**src/rtl/baccarat_datapath_if.sv**
```systemverilog
// Bundle between the baccarat statemachine (master) and the card-holding datapath (slave):
// dealt card, six load strobes, and the scores, card count, error flag and digits sent back.
interface baccarat_datapath_if;
  logic [3:0] new_card;
  logic       load_pcard1;
  logic       load_pcard2;
  logic       load_pcard3;
  logic       load_dcard1;
  logic       load_dcard2;
  logic       load_dcard3;
  logic [3:0] pscore;
  logic [3:0] dscore;
  logic [3:0] pcard3;
  logic [2:0] card_count;
  logic       load_error;
  logic [6:0] HEX0;
  logic [6:0] HEX1;
  logic [6:0] HEX2;
  logic [6:0] HEX3;
  logic [6:0] HEX4;
  logic [6:0] HEX5;

  // Strobes act as single-cycle commands sampled on the slow_clock edge; there is no
  // ready back-pressure, so a strobe is either accepted or flagged via load_error.
  modport master (
    output new_card, load_pcard1, load_pcard2, load_pcard3,
           load_dcard1, load_dcard2, load_dcard3,
    input  pscore, dscore, pcard3, card_count, load_error,
           HEX0, HEX1, HEX2, HEX3, HEX4, HEX5
  );

  modport slave (
    input  new_card, load_pcard1, load_pcard2, load_pcard3,
           load_dcard1, load_dcard2, load_dcard3,
    output pscore, dscore, pcard3, card_count, load_error,
           HEX0, HEX1, HEX2, HEX3, HEX4, HEX5
  );
endinterface

```
**src/rtl/baccarat_datapath.sv**
```systemverilog
// Six write-once card registers for one baccarat hand, with combinational mod-10 scores,
// a per-hand card count, an illegal-load flag and active-low 7-segment digits.
module baccarat_datapath #(
  parameter bit ERR_STICKY = 1'b1
) (
  input  logic          slow_clock,
  input  logic          resetb,
  baccarat_datapath_if.slave bus
);

  // Index 0..2 = player cards 1..3, index 3..5 = dealer cards 1..3.
  logic [3:0] card_q [6];
  logic [2:0] count_q;
  logic       error_q;

  logic [5:0] strobe;
  logic       any_strobe;
  logic       multi_strobe;
  logic       bad_card;
  logic       illegal;
  logic       legal;
  logic [2:0] target;
  logic [3:0] target_val;

  assign strobe = {bus.load_dcard3, bus.load_dcard2, bus.load_dcard1,
                   bus.load_pcard3, bus.load_pcard2, bus.load_pcard1};

  always_comb begin
    target = 3'd0;
    for (int i = 0; i < 6; i++) begin
      if (strobe[i]) target = 3'(i);
    end
  end

  assign target_val   = card_q[target];
  assign any_strobe   = (strobe != 6'd0);
  assign multi_strobe = ((strobe & (strobe - 6'd1)) != 6'd0);
  assign bad_card     = (bus.new_card == 4'd0) || (bus.new_card > 4'd13);
  assign illegal      = any_strobe && (multi_strobe || (target_val != 4'd0) || bad_card);
  assign legal        = any_strobe && !illegal;

  always_ff @(posedge slow_clock) begin
    if (!resetb) begin
      for (int i = 0; i < 6; i++) card_q[i] <= 4'd0;
      count_q <= 3'd0;
    end else if (legal) begin
      card_q[target] <= bus.new_card;
      if (count_q != 3'd6) count_q <= count_q + 3'd1;
    end
  end

  always_ff @(posedge slow_clock) begin
    if (!resetb) begin
      error_q <= 1'b0;
    end else if (illegal) begin
      error_q <= 1'b1;
    end else if (!ERR_STICKY) begin
      error_q <= 1'b0;
    end
  end

  function automatic logic [3:0] card_value(input logic [3:0] c);
    return (c <= 4'd9) ? c : 4'd0;
  endfunction

  // Max sum is 27, so two conditional subtractions replace a divider.
  function automatic logic [3:0] hand_score(input logic [3:0] a, input logic [3:0] b,
                                            input logic [3:0] c);
    logic [4:0] s;
    s = {1'b0, card_value(a)} + {1'b0, card_value(b)} + {1'b0, card_value(c)};
    if (s >= 5'd20)      s = s - 5'd20;
    else if (s >= 5'd10) s = s - 5'd10;
    return s[3:0];
  endfunction

  // Segment order {g,f,e,d,c,b,a}, low = lit.
  function automatic logic [6:0] seg7(input logic [3:0] c);
    logic [6:0] seg;
    case (c)
      4'd1:    seg = 7'b0001000;
      4'd2:    seg = 7'b0100100;
      4'd3:    seg = 7'b0110000;
      4'd4:    seg = 7'b0011001;
      4'd5:    seg = 7'b0010010;
      4'd6:    seg = 7'b0000010;
      4'd7:    seg = 7'b1111000;
      4'd8:    seg = 7'b0000000;
      4'd9:    seg = 7'b0010000;
      4'd10:   seg = 7'b1000000;
      4'd11:   seg = 7'b1100001;
      4'd12:   seg = 7'b0011000;
      4'd13:   seg = 7'b0001001;
      default: seg = 7'b1111111;
    endcase
    return seg;
  endfunction

  assign bus.pscore     = hand_score(card_q[0], card_q[1], card_q[2]);
  assign bus.dscore     = hand_score(card_q[3], card_q[4], card_q[5]);
  assign bus.pcard3     = card_q[2];
  assign bus.card_count = count_q;
  assign bus.load_error = error_q;
  assign bus.HEX0       = seg7(card_q[0]);
  assign bus.HEX1       = seg7(card_q[1]);
  assign bus.HEX2       = seg7(card_q[2]);
  assign bus.HEX3       = seg7(card_q[3]);
  assign bus.HEX4       = seg7(card_q[4]);
  assign bus.HEX5       = seg7(card_q[5]);

endmodule

```
**src/flat_wrapper.sv**
```systemverilog
// flat-port wrapper written by rule: the top's interface ports become plain ports
module baccarat_datapath_flat 
#(
  parameter bit ERR_STICKY = 1'b1
)
  (slow_clock, resetb, bus_new_card, bus_load_pcard1, bus_load_pcard2, bus_load_pcard3, bus_load_dcard1, bus_load_dcard2, bus_load_dcard3, bus_pscore, bus_dscore, bus_pcard3, bus_card_count, bus_load_error, bus_HEX0, bus_HEX1, bus_HEX2, bus_HEX3, bus_HEX4, bus_HEX5);
  baccarat_datapath_if bus_i ();
  input  logic slow_clock;
  input  logic resetb;
  input wire logic [$bits(bus_i.new_card)-1:0] bus_new_card;
  input wire logic [$bits(bus_i.load_pcard1)-1:0] bus_load_pcard1;
  input wire logic [$bits(bus_i.load_pcard2)-1:0] bus_load_pcard2;
  input wire logic [$bits(bus_i.load_pcard3)-1:0] bus_load_pcard3;
  input wire logic [$bits(bus_i.load_dcard1)-1:0] bus_load_dcard1;
  input wire logic [$bits(bus_i.load_dcard2)-1:0] bus_load_dcard2;
  input wire logic [$bits(bus_i.load_dcard3)-1:0] bus_load_dcard3;
  output wire logic [$bits(bus_i.pscore)-1:0] bus_pscore;
  output wire logic [$bits(bus_i.dscore)-1:0] bus_dscore;
  output wire logic [$bits(bus_i.pcard3)-1:0] bus_pcard3;
  output wire logic [$bits(bus_i.card_count)-1:0] bus_card_count;
  output wire logic [$bits(bus_i.load_error)-1:0] bus_load_error;
  output wire logic [$bits(bus_i.HEX0)-1:0] bus_HEX0;
  output wire logic [$bits(bus_i.HEX1)-1:0] bus_HEX1;
  output wire logic [$bits(bus_i.HEX2)-1:0] bus_HEX2;
  output wire logic [$bits(bus_i.HEX3)-1:0] bus_HEX3;
  output wire logic [$bits(bus_i.HEX4)-1:0] bus_HEX4;
  output wire logic [$bits(bus_i.HEX5)-1:0] bus_HEX5;
  assign bus_i.new_card = bus_new_card;
  assign bus_i.load_pcard1 = bus_load_pcard1;
  assign bus_i.load_pcard2 = bus_load_pcard2;
  assign bus_i.load_pcard3 = bus_load_pcard3;
  assign bus_i.load_dcard1 = bus_load_dcard1;
  assign bus_i.load_dcard2 = bus_load_dcard2;
  assign bus_i.load_dcard3 = bus_load_dcard3;
  assign bus_pscore = bus_i.pscore;
  assign bus_dscore = bus_i.dscore;
  assign bus_pcard3 = bus_i.pcard3;
  assign bus_card_count = bus_i.card_count;
  assign bus_load_error = bus_i.load_error;
  assign bus_HEX0 = bus_i.HEX0;
  assign bus_HEX1 = bus_i.HEX1;
  assign bus_HEX2 = bus_i.HEX2;
  assign bus_HEX3 = bus_i.HEX3;
  assign bus_HEX4 = bus_i.HEX4;
  assign bus_HEX5 = bus_i.HEX5;
  baccarat_datapath #(.ERR_STICKY(ERR_STICKY)) u_core (.slow_clock(slow_clock), .resetb(resetb), .bus(bus_i));
endmodule
```
**config.mk**
```make
export PLATFORM = sky130hd
export DESIGN_NAME = baccarat_datapath_flat
export DESIGN_NICKNAME = d
export VERILOG_FILES = /design/src/rtl/baccarat_datapath_if.sv /design/src/rtl/baccarat_datapath.sv /design/src/flat_wrapper.sv
export SDC_FILE = /design/constraint.sdc
export NUM_CORES = 1
export LEC_CHECK = 0
export BUFFER_PORTS_ARGS = -buffer_cell sky130_fd_sc_hd__buf_2
export CAP_MARGIN = 20
export CORE_MARGIN = 2
export CORE_UTILIZATION = 55
export DETAILED_ROUTE_END_ITERATION = 8
export PLACE_DENSITY = 0.81
export SKIP_CTS_REPAIR_TIMING = 1
export SLEW_MARGIN = 20
export SYNTH_ARGS = -nofsm -noshare
export SYNTH_HDL_FRONTEND = slang
export SYNTH_SLANG_ARGS = --single-unit
```
**constraint.sdc**
```tcl
create_clock -name slow_clock -period 5.85 [get_ports slow_clock]
set_input_delay 1.17 -clock slow_clock [delete_from_list [all_inputs] [get_ports slow_clock]]
set_output_delay 1.17 -clock slow_clock [all_outputs]
set_load 0.02 [all_outputs]
```
# == After elaboration in Yosys (flattened, before gate mapping) ==
# Memory sizes are Yosys's and may differ from the RTL's.
# Cells that the tools add are included.
# W data, S select, Z words.
# classes
addsub,10
order_cmp,11
n_eq_ne,1
mux,22
bitwise,1
n_reduce_logical,12
# ops
cell,count
$mux W4,11
$le A4 B4 Y1 const B,6
$reduce_bool A6 Y1,2
$add A4 B4 Y5,2
$add A5 B4 Y5,2
$ge A5 B4 Y1 const B,2
$ge A5 B5 Y1 const B,2
$mux W3,3
$sub A4 B3 Y4 const B,2
$sub A4 B4 Y4 const B,2
$and A6 B6 Y6,1
$mux W1,6
$sub A6 B1 Y6 const B,1
$gt A4 B4 Y1 const B,1
$logic_not A4 Y1,1
$mux W2,2
$reduce_bool A4 Y1,1
$reduce_or A4 Y1,1
$add A3 B1 Y3 const B,1
$logic_or A1 B1 Y1,3
$ne A3 B3 Y1 const B,1
$logic_and A1 B1 Y1,2
$reduce_and A2 Y1,1
$logic_not A1 Y1,1
# word_totals
ff_bits,4
mem_bits_rw,24
rom_bits,672
wordCells,66
n_memories,7
# memory_table
memory,depth,word_bits,read_ports,rd_ports_with_merged_regs,write_ports,line_no,rtl
(no name shown),16,7,1,0,0,baccarat_datapath.sv:79,case (c)
(no name shown),16,7,1,0,0,baccarat_datapath.sv:79,
(no name shown),16,7,1,0,0,baccarat_datapath.sv:79,
(no name shown),16,7,1,0,0,baccarat_datapath.sv:79,
(no name shown),16,7,1,0,0,baccarat_datapath.sv:79,
(no name shown),16,7,1,0,0,baccarat_datapath.sv:79,
1 more memories,-,-,-,-,-,-,

# == Logic depth before layout (Yosys ltp) ==
# Gate-level depths: netlist of run 1.
# An unclocked memory read counts as a cell.
# logic_depth
word_depth,17
mapped_depth,16

# == Worst setup path before layout of run 1 ==
# OpenSTA, ideal clock, no wires.
# synth_path
kind,register to output
start,memory u_core.card_q[2][1]
end,output bus_pscore[3]
t_arrival_ps,4122
t_required_ps,4680
slack_ps,558
path_stages_with_launch,17
n_path_buf,0
path_cell_list,edfxtp_1 -> inv_1 -> ha_1 -> nor2_1 -> o21ai_0 -> nand2_1 -> fa_1 -> inv_1 -> ha_1 -> fa_1 -> xor2_1 -> ha_1 -> nand3b_1 -> and2_1 -> mux2_2 -> or3_1 -> a31oi_1
# synth_lines
element,line_no,rtl
"start, declared",baccarat_datapath.sv:12,logic [3:0] card_q [6];
"end, declared",flat_wrapper.sv:17,output wire logic [$bits(bus_i.pscore)-1:0] bus_pscore;

==> reports/metrics.csv, run 1 <==
stage,metric,value,unit
outcome,outcome,completed,
placement,DP Area,3846,µm²
setup_path,Reg-to-Reg Start,u_core.card_q[2][3]$_SDFFCE_PN0P_,
logic_synthesis,Synth Area per Inst,7.903,µm²
global_route,first-pass GRT wire length,12.99,mm
route,Remaining DRCs,0,
hold_path,WHS Path Cells,1,
logic_synthesis,Synth Flop Type,edfxtp_1,
placement,IO Port Bufs,69,
logic_synthesis,xor/xnor share of the synthesized area,0.01751,
logic_synthesis,post-synthesis instance total,443,
route,Initial DRC Count,200,
setup_path,crit path launch type,flip-flop,
sta,RSZ-0062 raised after global routing,false,
setup_path,Critical-path top delay cell,fa_1,
logic_synthesis,Synth area leader,edfxtp_1,
sta,Fin. Hold Viols,0,
power,Sw Share,0.3695,
setup_path,Crit path arrival time,4.41,ns
final_layout,nets@finish,570,
sta,setup violators final,0,
power,Logic pwr share,0.416,
global_route,Total Routing Usage GR,0.2150,
power,Flop pwr share,0.359,
final_layout,P&R area growth vs syn,15.19,%
route,DR pass1 iterations,5,
sta,period utilisation layout,0.9547,
clock_tree,CTS tree,done,
sta,Min Hold Slack,0.5051,ns
setup_path,Reg2Reg Setup Slack,2.85,ns
sta,setup tns final,0,ns
logic_synthesis,Synth area leaders,"edfxtp_1 21%, ha_1 14%, nor2_1 6.6%",
logic_synthesis,"Seq/Total Area, Yosys",0.2287,
power,power per cell area,165.7,nW/µm²
setup_path,worst r2r path cells,5,
power,Power Total,0.6681,mW
logic_synthesis,Synth cell types,48,
setup_path,WP buf/inv,3,
final_layout,number of inserted diodes,0,
route,Avg WL per Cell,13.53,µm
power,P_leak,1.858,nW
floorplan,Initial Utilization,0.5609,
logic_synthesis,mux cell area share after synthesis,0.05969,
power,Pint,0.4213,mW
floorplan,core area,6241,µm²
logic_synthesis,fraction of registers with async set/reset,0,
setup_path,Crit path largest cell delay,0.49,ns
setup_path,Worst setup EP type,output pin,
placement,Final HPWL DP,5.845,mm
flow_run,max cap viols,0,
floorplan,IO Pins,70,
setup_path,CP most frequent cell,ha_1,
route,Via density,5.687,
sta,clk_skew,0.002414,ns
sta,Final Slew Violations,0,
global_route,grt total ovfl,0,
clock_tree,"CTS clk-pin slew, worst paths",0.09,ns
clock_tree,H-tree depth,1,
global_route,initial antenna violation count,0,
floorplan,Die Ht,83.78,µm
logic_synthesis,Post-synth top cells,"62 x nor2_1, 40 x ha_1, 39 x inv_1",
setup_path,kind of critical path,flip-flop to output pin,
final_layout,Final Cell Area,4033,µm²
setup_path,crit path to,bus_pscore[3],
placement,Placer Congestion,0.8870,
final_layout,fin cells,584,
setup_path,WP data required,4.68,ns
floorplan,Die W,83.78,µm
sta,Final Critical Period,5.585,ns
logic_synthesis,largest family of logic cells by synthesized area,simple AND/OR/NAND/NOR gates,
logic_synthesis,Post-Synth Simple-Gate Area,0.2294,
logic_synthesis,synth warn,0,
setup_path,CP max FO,7,
hold_path,Tightest Hold Check Type,flip-flop to flip-flop,
route,Final ANT Viol Nets,0,
sta,Least-Margin Pin Slew,1.061,ns
global_route,vias in the first global route,2900,
hold_path,Min-Delay Startpoint,u_core.bus.load_error$_SDFFE_PN0P_,
clock_tree,CTS buffer count,3,
logic_synthesis,syn nets,505,
logic_synthesis,Synth Area in Adders,0.2001,
clock_tree,"Clk Latency, worst-skew pair",0.27,ns
setup_path,Worst R2R End,u_core.card_q[0][2]$_SDFFCE_PN0P_,
logic_synthesis,synthesis-stage register bit count,28,
logic_synthesis,Post-synth EDFFs,24,
logic_synthesis,cell with the most instances after synthesis,nor2_1,
placement,placed insts,566,
clock_tree,total clock sinks,28,
logic_synthesis,Synth top area share,0.2059,
power,Max VDD drop,0.2541,mV
power,Net Switching,0.2469,mW
sta,Rel. slew slack,0.2924,
setup_path,CP Cell Sequence,"inv_1, ha_1, nor2_1, o21ai_0, nand2_1, fa_1, inv_1, ha_1, fa_1, xor2_2, ha_1, nand3b_1, and2_1, mux2_2, or3_1, a31oi_1, buf_2",
route,vias,3321,
floorplan,die area,7019,µm²
setup_path,Crit. path cell count,17,
clock_tree,clk root buf,clkbuf_8,
route,final WL,7.900,mm
floorplan,FP Rows,29,
setup_path,Worst Setup SP,u_core.card_q[1][0]$_SDFFCE_PN0P_,
global_route,largest net degree at the start of global routing,31,
final_layout,ratio of cells with drive above 1 in the final layout,0.1972,
logic_synthesis,Compound-Gate Fraction of Synth Area,0.1951,
setup_path,CP top delay family,adder cells,
clock_tree,Bufs on Longest Clock Path,2,
power,clock share of power,0.225,
logic_synthesis,synthesized area,3501,µm²
sta,FMAX,179.1,MHz
## cell type report
class | instances | area, µm²
clock buffers | 3 | 41.29
clock inverters | 1 | 30.03
fillers | 514 | 2208
inverters | 39 | 146.4
multi-input cells | 353 | 2467
flip-flops and latches | 28 | 800.8
well taps | 77 | 96.34
repair buffers | 83 | 450.4
## worst min path at each step
stage | slack [ns] | endpoint
2_1_floorplan | 0.56 | u_core.bus.card_count[0]$_SDFFE_PN0P_
3_3_place_gp | 0.46 | u_core.bus.load_error$_SDFFE_PN0P_
3_5_place_dp | 0.47 | u_core.bus.load_error$_SDFFE_PN0P_
4_1_cts | 0.50 | u_core.bus.load_error$_SDFFE_PN0P_
5_1_grt | 0.51 | u_core.bus.load_error$_SDFFE_PN0P_
6_report | 0.51 | u_core.bus.load_error$_SDFFE_PN0P_
## worst reg2reg max path, delay by kind of cell, from the launching register on
family	cells	cell delay (ns)
AOI/OAI and AO/OA	3	1.24
DFF	1	0.61
and+or+nand+nor	2	0.79
## layer usage
metal / global-route usage / wire [µm] / up-vias
li1: - / - / 1691
met1: 0.3136 / 3667 / 1509
met2: 0.3433 / 3687 / 109
met3: 0.03363 / 471 / 12
met4: 0.03812 / 74 / 0
met5: 0 / 0 / -
## flip-flops by register name, indices dropped and copies added, names as in the netlist
| name | flops |
|---|---|
| u_core.card_q | 24 |
| u_core.bus.card_count | 3 |
| u_core.bus.load_error | 1 |
## kinds of logic (layout without fill, tap and decap cells)
family | after synthesis | count (layout)
AO/OA/AOI/OAI | 108 | 108
XOR/XNOR | 7 | 7
adder cells (fa/ha/maj) | 50 | 50
buffers and inverters | 62 | 126
flip-flops | 28 | 28
multiplexers | 20 | 20
AND/OR/NAND/NOR | 168 | 168
## stage by stage
stage	setup WS (ns)	util
2_1_floorplan	0.5582	-
3_3_place_gp	0.5663	0.6163
3_5_place_dp	0.3951	0.6163
4_1_cts	0.09829	0.6277
5_1_grt	0.006106	0.6462
6_report	0.2653	0.6462
## power groups by stage
stage          logic, mW  clock network (mW)  registers [mW]
2_1_floorplan      0.204                   0           0.237
3_3_place_gp       0.261                   0           0.244
3_5_place_dp       0.270                   0           0.245
4_1_cts            0.271               0.151           0.240
5_1_grt            0.308               0.159           0.242
6_report           0.278               0.150           0.240
## cells in the final DEF (no fill, tap or decap), types with 11 or more instances in the layout
cell       n
edfxtp_1  24
a21oi_1   25
mux2i_1   13
nor2_1    62
ha_1      39
o31ai_1   12
buf_2     69
o21ai_0   31
nor4_1    14
nor2b_1   11
nand2_1   34
inv_1     39
buf_4     14
No activity file was read; power rests on OpenSTA's default activity.
==> inputs of run 2 (changes only) <==
==> constraint.sdc (replaced) <==
create_clock -name slow_clock -period 6.2 [get_ports slow_clock]
set_input_delay 1.24 -clock slow_clock [delete_from_list [all_inputs] [get_ports slow_clock]]
set_output_delay 1.24 -clock slow_clock [all_outputs]
set_load 0.02 [all_outputs]
==> run 2 against run 1 <==
  * Die area stayed put
  * Global-route usage grew 0.095 points
  * Register-to-register slack improved by 0.43 ns
  * Non-clock buffer count decreased by 14
  * Design area down 2.7%
  * Sequential cell count did not move
  * Clock-buffer cell count did not move
  * Setup slack better by 0.16 ns
==> reports/metrics.csv, run 2 (same netlist as run 1, synthesis figures left out) <==
stage,metric,value,unit,change
outcome,outcome,completed,,unchanged
global_route,largest net degree at the start of global routing,31,,unchanged
power,Pint,0.3939,mW,was 0.4213 mW
final_layout,P&R area growth vs syn,12.12,%,was 15.19%
setup_path,kind of critical path,flip-flop to output pin,,unchanged
clock_tree,H-tree depth,1,,unchanged
global_route,initial antenna violation count,0,,unchanged
final_layout,fill cell count,550,,was 514
sta,Min Hold Slack,0.5142,ns,was 0.5051 ns
floorplan,core area,6241,µm²,unchanged
final_layout,max reg flops,24,,unchanged
route,Final ANT Viol Nets,0,,unchanged
sta,RSZ-0062 raised after global routing,false,,unchanged
final_layout,nets@finish,556,,was 570
floorplan,die area,7019,µm²,unchanged
route,Initial DRC Count,244,,was 200
final_layout,Top reg by flops,u_core.card_q,,unchanged
setup_path,Worst setup EP type,output pin,,unchanged
clock_tree,clk root buf,clkbuf_8,,unchanged
route,Via density,5.791,,was 5.687
power,Max VDD drop,0.1562,mV,was 0.2541 mV
clock_tree,CTS tree,done,,unchanged
sta,period utilisation layout,0.9318,,
flow_run,max cap viols,0,,unchanged
final_layout,ratio of cells with drive above 1 in the final layout,0.1724,,was 0.1972
route,final WL,7.881,mm,was 7.900 mm
power,Sw Share,0.3710,,was 0.3695
sta,clk_skew,0.005745,ns,was 0.002414 ns
floorplan,Initial Utilization,0.5609,,unchanged
sta,Rel. slew slack,0.3063,,was 0.2924
final_layout,number of inserted diodes,0,,unchanged
setup_path,CP max FO,9,,was 7
power,P_leak,1.789,nW,was 1.858 nW
clock_tree,CTS buffer count,3,,unchanged
placement,Placer Congestion,0.9040,,was 0.8870
placement,Final HPWL DP,6.153,mm,was 5.845 mm
setup_path,crit path launch type,flip-flop,,unchanged
setup_path,WP data required,4.96,ns,was 4.68 ns
placement,IO Port Bufs,69,,unchanged
global_route,Total Routing Usage GR,0.2160,,was 0.2150
power,Flop pwr share,0.363,,was 0.359
final_layout,most frequent cells in the layout,"69 x buf_2, 62 x nor2_1, 40 x ha_1",,"was 69 x buf_2, 62 x nor2_1, 39 x inv_1, 39 x ha_1, 34 x nand2_1"
global_route,grt total ovfl,0,,unchanged
power,clock share of power,0.226,,was 0.225
clock_tree,total clock sinks,28,,unchanged
floorplan,Die Ht,83.78,µm,unchanged
sta,FMAX,173.1,MHz,
global_route,vias in the first global route,2969,,was 2900
hold_path,Tightest Hold Check Type,flip-flop to flip-flop,,unchanged
sta,setup tns final,0,ns,unchanged
route,Remaining DRCs,0,,unchanged
floorplan,FP Rows,29,,unchanged
clock_tree,"Clk Latency, worst-skew pair",0.27,ns,about the same
sta,Final Slew Violations,0,,unchanged
floorplan,IO Pins,70,,unchanged
sta,setup violators final,0,,unchanged
floorplan,Die W,83.78,µm,unchanged
power,Logic pwr share,0.411,,was 0.416
route,DR pass1 iterations,5,,unchanged
power,power per cell area,159.5,nW/µm²,was 165.7 nW/µm²
clock_tree,"CTS clk-pin slew, worst paths",0.10,ns,was 0.09 ns
sta,Least-Margin Pin Slew,1.040,ns,was 1.061 ns
clock_tree,Bufs on Longest Clock Path,2,,unchanged
sta,Fin. Hold Viols,0,,unchanged
final_layout,"most common cell after layout, fill and taps aside",buf_2,,unchanged
route,vias,3301,,was 3321
power,Net Switching,0.2323,mW,was 0.2469 mW
setup_path,Crit path arrival time,4.54,ns,was 4.41 ns
global_route,first-pass GRT wire length,13.19,mm,was 12.99 mm
route,Avg WL per Cell,13.83,µm,was 13.53 µm
sta,Final Critical Period,5.777,ns,
run 2: changes by cell type in the layout (fill, tap and decap cells not counted), sizes merged:
cell / delta
buf: -14
run 2: through the flow:
stage	cell area [µm²]	power [mW]	worst slack, ns	cells	util
finish	3925	0.6262	0.4229	570	0.6289
global route	3925	0.6630	0.06358	570	0.6289
CTS	3918	0.6276	0.2975	570	0.6277
detailed placement	3846	0.4870	0.6214	566	0.6163
global placement	3846	0.4767	0.8474	566	0.6163
floorplan	3501	0.4160	0.8382	443	-
run 2: final cells by class:
cell class	instances	area, µm²	area share
well taps	77	96.34	0.02455
clock buffers	3	41.29	0.01052
inverters	39	146.4	0.03730
flip-flops and latches	28	800.8	0.2040
multi-input cells	353	2465	0.6280
repair buffers	69	345.3	0.08798
clock inverters	1	30.03	0.007651
run 2: worst max-delay path, cell delays in order, from the launching register on:
cell and delay (ns):
edfxtp_1 0.53, inv_1 0.13, ha_1 0.26, nor2_1 0.09, o21ai_0 0.19, nand2_1 0.11, fa_1 0.57, inv_1 0.05
ha_1 0.22, fa_1 0.43, xor2_2 0.28, ha_1 0.21, nand3b_1 0.09, and2_1 0.18, mux2_2 0.28, or3_1 0.33
a31oi_1 0.16, buf_2 0.18
run 2: path summary, 6_finish.rpt:
kind                                         start                               endpoint  slack [ns]  cells after the start
max              u_core.card_q[0][1]$_SDFFCE_PN0P_                          bus_pscore[3]        0.42                     17
min reg2reg  u_core.bus.card_count[1]$_SDFFE_PN0P_  u_core.bus.card_count[1]$_SDFFE_PN0P_        0.51                      2
max reg2reg      u_core.card_q[2][3]$_SDFFCE_PN0P_      u_core.card_q[2][1]$_SDFFCE_PN0P_        3.28                      5
min          u_core.bus.card_count[1]$_SDFFE_PN0P_  u_core.bus.card_count[1]$_SDFFE_PN0P_        0.51                      2
run 2: layer usage:
metal | part of all wire | track usage | up-vias
met2 | 0.47 | 0.3651 | 104
met1 | 0.46 | 0.3056 | 1512
met5 | 0 | 0 | -
li1 | - | - | 1675
met4 | 0.0094 | 0.03959 | 0
met3 | 0.060 | 0.01978 | 10
run 2: power groups by stage:
stage | registers [mW] | clock network, mW | logic (mW)
final | 0.227 | 0.142 | 0.257
after global routing | 0.230 | 0.149 | 0.285
after floorplan | 0.223 | 0 | 0.193
after global placement | 0.230 | 0 | 0.246
after detailed placement | 0.231 | 0 | 0.256
after CTS | 0.227 | 0.144 | 0.256
